## src/rtl/blink_control.sv

```systemverilog
// rtl/blink_control.sv - multi-channel debounced push-button to blinking LED controller
// Optional feature macro: LED_ACTIVE_LOW_EN (led is driven inverted and resets to all 1).
// Ports:
//   clk    - system clock, all state updates on the rising edge
//   rst    - synchronous active-high reset
//   button - raw asynchronous buttons, active-low, bit i = channel i
//   led    - LED drive, one bit per channel
//   mode   - current mode, bits [2i+1:2i] = channel i; 0=OFF 1=ON 2=SLOW 3=FAST
module blink_control #(
  parameter int CHANNELS        = 3,
  parameter int DEBOUNCE_CYCLES = 250000,
  parameter int SLOW_HALF       = 6750000,
  parameter int FAST_HALF       = 1687500
) (
  input  logic                  clk,
  input  logic                  rst,
  input  logic [CHANNELS-1:0]   button,
  output logic [CHANNELS-1:0]   led,
  output logic [2*CHANNELS-1:0] mode
);

  localparam int DW = (DEBOUNCE_CYCLES > 1) ? $clog2(DEBOUNCE_CYCLES) : 1;
  localparam int SW = (SLOW_HALF > 1) ? $clog2(SLOW_HALF) : 1;
  localparam int FW = (FAST_HALF > 1) ? $clog2(FAST_HALF) : 1;

  localparam logic [DW-1:0] DEB_LAST  = DW'(DEBOUNCE_CYCLES - 1);
  localparam logic [SW-1:0] SLOW_LAST = SW'(SLOW_HALF - 1);
  localparam logic [FW-1:0] FAST_LAST = FW'(FAST_HALF - 1);

`ifdef LED_ACTIVE_LOW_EN
  localparam logic LED_POL = 1'b1;
`else
  localparam logic LED_POL = 1'b0;
`endif
  localparam logic [CHANNELS-1:0] LED_OFF = {CHANNELS{LED_POL}};

  // Per-channel state
  logic [CHANNELS-1:0]          sync1_q, sync1_d;
  logic [CHANNELS-1:0]          sync2_q, sync2_d;
  logic [CHANNELS-1:0]          deb_q, deb_d;
  logic [CHANNELS-1:0]          press_q, press_d;
  logic [CHANNELS-1:0]          led_q, led_d;
  logic [CHANNELS-1:0][DW-1:0]  cnt_q, cnt_d;
  logic [CHANNELS-1:0][1:0]     mode_q, mode_d;

  // Shared blink timebase
  logic [SW-1:0] slow_cnt_q, slow_cnt_d;
  logic [FW-1:0] fast_cnt_q, fast_cnt_d;
  logic          slow_ph_q, slow_ph_d;
  logic          fast_ph_q, fast_ph_d;

  logic          led_lvl;

  always_comb begin
    slow_cnt_d = slow_cnt_q + SW'(1);
    slow_ph_d  = slow_ph_q;
    if (slow_cnt_q == SLOW_LAST) begin
      slow_cnt_d = '0;
      slow_ph_d  = ~slow_ph_q;
    end

    fast_cnt_d = fast_cnt_q + FW'(1);
    fast_ph_d  = fast_ph_q;
    if (fast_cnt_q == FAST_LAST) begin
      fast_cnt_d = '0;
      fast_ph_d  = ~fast_ph_q;
    end

    sync1_d = button;
    sync2_d = sync1_q;
    deb_d   = deb_q;
    cnt_d   = cnt_q;
    mode_d  = mode_q;
    led_d   = led_q;
    led_lvl = 1'b0;

    for (int i = 0; i < CHANNELS; i++) begin
      // Counter only runs while the synchronised level disagrees with the
      // accepted level; it never passes DEB_LAST, so it cannot overflow.
      if (sync2_q[i] == deb_q[i]) begin
        cnt_d[i] = '0;
      end else if (cnt_q[i] == DEB_LAST) begin
        deb_d[i] = sync2_q[i];
        cnt_d[i] = '0;
      end else begin
        cnt_d[i] = cnt_q[i] + DW'(1);
      end

      if (press_q[i]) begin
        mode_d[i] = mode_q[i] + 2'd1;
      end

      case (mode_q[i])
        2'd0:    led_lvl = 1'b0;
        2'd1:    led_lvl = 1'b1;
        2'd2:    led_lvl = slow_ph_q;
        default: led_lvl = fast_ph_q;
      endcase
      led_d[i] = led_lvl ^ LED_POL;
    end

    // Pulse on the accepted 1->0 edge, registered in the same cycle deb falls
    // so the mode steps one edge later.
    press_d = deb_q & ~deb_d;
  end

  always_ff @(posedge clk) begin
    if (rst) begin
      sync1_q    <= '1;
      sync2_q    <= '1;
      deb_q      <= '1;
      press_q    <= '0;
      cnt_q      <= '0;
      mode_q     <= '0;
      led_q      <= LED_OFF;
      slow_cnt_q <= '0;
      fast_cnt_q <= '0;
      slow_ph_q  <= 1'b0;
      fast_ph_q  <= 1'b0;
    end else begin
      sync1_q    <= sync1_d;
      sync2_q    <= sync2_d;
      deb_q      <= deb_d;
      press_q    <= press_d;
      cnt_q      <= cnt_d;
      mode_q     <= mode_d;
      led_q      <= led_d;
      slow_cnt_q <= slow_cnt_d;
      fast_cnt_q <= fast_cnt_d;
      slow_ph_q  <= slow_ph_d;
      fast_ph_q  <= fast_ph_d;
    end
  end

  assign led  = led_q;
  assign mode = mode_q;

endmodule
```

## config.mk

```make
export PLATFORM = sky130hd
export DESIGN_NAME = blink_control
export DESIGN_NICKNAME = d
export VERILOG_FILES = /design/src/rtl/blink_control.sv
export SDC_FILE = /design/constraint.sdc
export NUM_CORES = 1
export LEC_CHECK = 0
export ABC_AREA = 1
export CAP_MARGIN = 20
export CORE_AREA = 5 5 94 113
export DETAILED_ROUTE_END_ITERATION = 8
export DIE_AREA = 0 0 99 118
export PLACE_DENSITY = 0.79
export SLEW_MARGIN = 10
export SYNTH_ARGS = -nofsm -noshare
export SYNTH_HDL_FRONTEND = slang
export SYNTH_SLANG_ARGS = --single-unit
```

## constraint.sdc

```tcl
create_clock -name clk -period 4.4 [get_ports clk]
set_input_delay 0.66 -clock clk [delete_from_list [all_inputs] [get_ports clk]]
set_output_delay 0.66 -clock clk [all_outputs]
set_load 0.1 [all_outputs]
```

# Word-level counts from Yosys, hierarchy flattened
# Index checks and enable logic that the tools add are counted.
# totals
regBits,121
inputBits,5
word_cells,58
# op_classes
addsub,8
eq_ne,14
mux,9
n_bitwise,4
reduce_logical,8
# ops
cell,n
"18-bit by 1-bit adder with 18-bit output, second input constant",3
"18-bit equality test, second input constant",3
"23-bit by 1-bit adder with 23-bit output, second input constant",1
"23-bit equality test, second input constant",1
"21-bit by 1-bit adder with 21-bit output, second input constant",1
"21-bit equality test, second input constant",1
1-bit case mux with 3 select lines,3
3-bit OR reduction,3
"2-bit by 1-bit adder with 2-bit output, second input constant",3
"2-bit by 1-bit equality test with 1-bit output, second input constant",3
"2-bit equality test, second input constant",3
2-bit zero test,3
1-bit 2-to-1 mux,6
2-bit OR reduction,2
3-bit AND,1
1-bit equality test,3
3-bit NOT,1
1-bit NOT,2

# Logic depth before layout (Yosys ltp)
# logic_depth
depth_word,5
mapped_depth,9

# Worst setup path after synthesis
# Ideal clock, no wire load.
# synth_timing
path_type,register to output
startpoint,register mode_q (netlist bit mode[0])
endpoint,output port mode[0]
t_arrival_ps,994
required_time_ps,3740
setup_slack_ps,2746
path_stages_with_launch,1
n_path_buf,0
cell_sequence,dfxtp_1
# synth_rtl
item,line,text
"start, declared",44,"logic [CHANNELS-1:0][1:0] mode_q, mode_d;"
"start signal, assigned",126,mode_q <= mode_d;
"end, declared",19,output logic [2*CHANNELS-1:0] mode
# No word-level cell between the ends.

# Worst setup path in the final report
# layout_timing
startpoint,register mode_q (netlist bit mode[2])
endpoint,output port mode[2]
# No word-level cell between the ends.

==> results.cfg <==
[yosys]
synth_simple_gate_area_share = 0.376
ys.warnings.count = 0
mappedNetlistArea_um2 = 5950
yosys-mux-area-fraction = 0
largest_family_of_logic_cells_by_synthesized_area = simple AND/OR/NAND/NOR gates
compound_gate_portion_of_the_synthesized_area = 0.0563
yosys.area_share.adder = 0.0294
share_of_synthesized_area_occupied_by_flip_flops_and_latches = 0.407
synth.net_count = 866
syn_inst = 847
ys_ff_latch = 121
synth_area_in_xor_xnor = 0.0662
post_synth_num_cell_types = 32
post_synth.cell_area_avg_um2 = 7.03

[placed_design]
io_buffers = 13
sum_of_net_half_perimeters_after_detailed_placement_um = 8320
finalWeightedCongestion = 0.886
postPlaceCellArea_um2 = 6170

[worst_hold_path]
worstHoldStart = sync1_q[2]$_SDFF_PP1_
worst_hold_path_type = reg -> reg
worst_hold_path.endpoint = sync2_q[2]$_SDFF_PP1_
hold-path-cell-count = 1

[floorplanning]
die-height_um = 118
placement_rows = 39
floorplan.initialDensity = 0.632
ioPinCount = 14
floorplan.die.width_um = 99
floorplan_die_area_um2 = 11700
placeableCoreArea_um2 = 9420

[sta]
post-route-min-period_ps = 2690
finalHoldViolations = 0
fin_crit_sh = 0.612
maxSlewViolCount = 0
setup_viol = 0
finalHoldWorstSlack_ps = 420
max_slew_margin = 0.316
setup-tns-final_ps = 0
rsz0062_at_grt = false
slew_of_the_pin_with_the_lowest_slew_margin_ps = 1020
fmax_mhz = 371
clock-skew-final_ps = 5.91

[critical_path]
path_buf_inv = 1
timing.reg2reg.worst_path_depth = 6
worst_r2r_startpoint = fast_cnt_q[0]$_SDFF_PP0_
kind_of_critical_path = reg -> out
path_cells = clkdlybuf4s50_1
crit_arrival_ps = 2030
reg2reg_to = fast_cnt_q[9]$_SDFF_PP0_
cp-end-kind = output pin
max_fanout_on_critical_path = 5
timing.critical_path.from_type = flip-flop
crit_family = buffers and inverters
max_stage_delay_ps = 1180
rrSetupSlack_ps = 2780
critical_path_required_ps = 3740
cpMaxStageDelayCell = sky130_fd_sc_hd__clkdlybuf4s50_1

[cts]
cts_hold_buf = 0
root_buffer = sky130_fd_sc_hd__clkbuf_16
tritoncts = built
clock_path_buffers = 2
clock_insertion_delay_worst_skew_ps = 410
numCtsBuffers = 17
ctsResizeCount = 0
post_cts_repair_setup_buffers = 0
clock_sinks = 121
clk_pin_slew_ps = 50
htreeDepth = 4

[final_layout]
syn_to_final_growth_pct = 14.1
layout.nets = 890
post_route_cells_drive_above_1_share = 0.0814
fin_area_um2 = 6800
num-fill-cells = 720
n_antenna_cell = 0

[power_and_ir_drop]
power.internal_w = 0.00209
sequentialPowerShare = 0.426
power.combinational.fraction = 0.013
total_power_w = 0.00261
swShare = 0.198
p_sw_w = 0.000515
vdd_ir_drop_max_mv = 0.270
leakagePower_nw = 2.21
power_frac_clock = 0.561
powerDensity_nw_per_um2 = 383

[global_route]
maximum_number_of_pins_on_one_net_before_global_route_repair = 23
global_route_total_usage_across_every_layer = 0.216
grt_pass1_wl_um = 21100
grt_pass1_vias = 5048
number_of_antenna_violations_at_the_first_check_in_global_routing = 0
grt-ovfl-total = 0

[route]
detailroute.via_count = 5254
drt-total-wl_um = 11800
viasPerCell = 5.22
route.antenna.remaining_nets = 0
dr.first_iter.drc_count = 260
detailedRoute.firstPassIterationCount = 5
drt_drc_violations_left = 0
detail_route.wl_per_cell_um = 11.7

[run_status]
run_status = complete, no violations

[job]
max-cap-violations = 0
==> per-layer routing <==
metal	track usage	routed length [µm]	vias to the layer above
met2	0.371	6000	95
met5	0	0	-
li1	-	-	2709
met3	0.0599	417	34
met4	0.104	350	0
met1	0.243	5000	2416
==> area by class of cell <==
| class | instances | area [µm²] | share of cell area |
|---|---|---|---|
| Multi-Input combinational cell | 634 | 3150 | 0.463 |
| Tap cell | 123 | 154 | 0.0226 |
| Clock buffer | 20 | 457 | 0.0672 |
| Timing Repair Buffer | 13 | 130 | 0.0191 |
| Clock inverter | 12 | 173 | 0.0254 |
| Inverter | 84 | 315 | 0.0464 |
| Sequential cell | 121 | 2420 | 0.356 |
==> power groups by stage <==
stage	clock network (W)	logic [W]	registers [W]
2_1_floorplan	0	0.0000275	0.00113
3_3_place_gp	0	0.0000318	0.00113
3_5_place_dp	0	0.0000335	0.00113
4_1_cts	0.00148	0.0000339	0.00111
5_1_grt	0.00153	0.0000379	0.00111
6_report	0.00146	0.0000333	0.00111
==> how the worst max path moves through the flow <==
stage	depth (start not counted)	start	endpoint
CTS	1	mode[2]$_SDFFE_PP0P_	mode[2]
global placement	6	rst	cnt_q[44]$_SDFF_PP0_
global route	1	mode[0]$_SDFFE_PP0P_	mode[0]
finish	1	mode[2]$_SDFFE_PP0P_	mode[2]
detailed placement	6	rst	cnt_q[44]$_SDFF_PP0_
floorplan	0	mode[0]$_SDFFE_PP0P_	mode[0]
==> logic make-up after synthesis <==
kind of cell,Yosys count
AND/OR/NAND/NOR,513
flip-flops,121
buffers and inverters,92
XOR/XNOR,45
adder cells (fa/ha/maj),14
AO/OA/AOI/OAI,62
==> sequential cells by signal (all words and copies together), names as in the netlist <==
register	count
sync2_q	3
deb_q	3
cnt_q	54
fast_ph_q	1
fast_cnt_q	21
sync1_q	3
mode	6
slow_ph_q	1
slow_cnt_q	23
press_q	3
led	3
==> placed cells by master, fill, tap and decap left out <==
cell type,n
sky130_fd_sc_hd__nand2_1,207
sky130_fd_sc_hd__nor2_1,183
sky130_fd_sc_hd__dfxtp_1,121
sky130_fd_sc_hd__inv_1,80
sky130_fd_sc_hd__nand3_1,44
sky130_fd_sc_hd__a21oi_1,43
sky130_fd_sc_hd__xnor2_1,23
sky130_fd_sc_hd__xor2_1,22
sky130_fd_sc_hd__clkbuf_16,17
sky130_fd_sc_hd__nand4_1,14
sky130_fd_sc_hd__o21ai_0,14
sky130_fd_sc_hd__ha_1,14
sky130_fd_sc_hd__clkdlybuf4s50_1,13
sky130_fd_sc_hd__nor3_1,10
sky130_fd_sc_hd__or2_2,9
sky130_fd_sc_hd__nand2_2,7
sky130_fd_sc_hd__nand3b_1,7
sky130_fd_sc_hd__and2_1,6
sky130_fd_sc_hd__nand3_2,6
sky130_fd_sc_hd__nor2_4,5
sky130_fd_sc_hd__nor2_2,5
sky130_fd_sc_hd__inv_2,4
sky130_fd_sc_hd__bufinv_16,4
sky130_fd_sc_hd__clkinv_2,4
sky130_fd_sc_hd__a221oi_1,3
sky130_fd_sc_hd__nor3_2,2
sky130_fd_sc_hd__and2_0,2
sky130_fd_sc_hd__or2_0,2
sky130_fd_sc_hd__nand2_4,2
sky130_fd_sc_hd__clkinv_4,2
sky130_fd_sc_hd__clkinvlp_4,2
sky130_fd_sc_hd__clkbuf_8,2
sky130_fd_sc_hd__and3_1,1
sky130_fd_sc_hd__o21bai_1,1
sky130_fd_sc_hd__o21ai_4,1
sky130_fd_sc_hd__nor3b_1,1
sky130_fd_sc_hd__clkbuf_1,1
==> cells in the mapped netlist <==
| library cell | instances | area, µm² |
|---|---|---|
| sky130_fd_sc_hd__o21bai_1 | 1 | 7.51 |
| sky130_fd_sc_hd__nand3_2 | 6 | 60.1 |
| sky130_fd_sc_hd__or2_0 | 2 | 12.5 |
| sky130_fd_sc_hd__xnor2_1 | 23 | 201 |
| sky130_fd_sc_hd__and2_1 | 6 | 37.5 |
| sky130_fd_sc_hd__a221oi_1 | 3 | 26.3 |
| sky130_fd_sc_hd__nand2_1 | 207 | 777 |
| sky130_fd_sc_hd__nand3b_1 | 7 | 52.6 |
| sky130_fd_sc_hd__inv_1 | 80 | 300 |
| sky130_fd_sc_hd__dfxtp_1 | 121 | 2420 |
| sky130_fd_sc_hd__nor3_1 | 10 | 50.1 |
| sky130_fd_sc_hd__or2_2 | 9 | 56.3 |
| sky130_fd_sc_hd__buf_6 | 5 | 56.3 |
| sky130_fd_sc_hd__nor2_4 | 5 | 56.3 |
| sky130_fd_sc_hd__and3_1 | 1 | 6.26 |
| sky130_fd_sc_hd__nor3b_1 | 1 | 7.51 |
| sky130_fd_sc_hd__ha_1 | 14 | 175 |
| sky130_fd_sc_hd__nand4_1 | 14 | 87.6 |
| sky130_fd_sc_hd__nand2_4 | 2 | 22.5 |
| sky130_fd_sc_hd__o21ai_0 | 14 | 70.1 |
| sky130_fd_sc_hd__inv_2 | 4 | 15.0 |
| sky130_fd_sc_hd__clkbuf_1 | 2 | 7.51 |
| sky130_fd_sc_hd__nor2_2 | 5 | 31.3 |
| sky130_fd_sc_hd__buf_4 | 1 | 7.51 |
| sky130_fd_sc_hd__a21oi_1 | 43 | 215 |
| sky130_fd_sc_hd__nand2_2 | 7 | 43.8 |
| sky130_fd_sc_hd__xor2_1 | 22 | 193 |
| sky130_fd_sc_hd__and2_0 | 2 | 12.5 |
| sky130_fd_sc_hd__nand3_1 | 44 | 220 |
| sky130_fd_sc_hd__nor3_2 | 2 | 20.0 |
| sky130_fd_sc_hd__nor2_1 | 183 | 687 |
| sky130_fd_sc_hd__o21ai_4 | 1 | 16.3 |
==> stage by stage <==
stage | utilization | cells | worst slack, ps
after floorplan | - | 847 | 2750
after global placement | 0.655 | 975 | 1850
after detailed placement | 0.655 | 975 | 1770
after CTS | 0.722 | 1007 | 1690
after global routing | 0.722 | 1007 | 1650
final | 0.722 | 1007 | 1710
(Power assumes the default switching activity.)
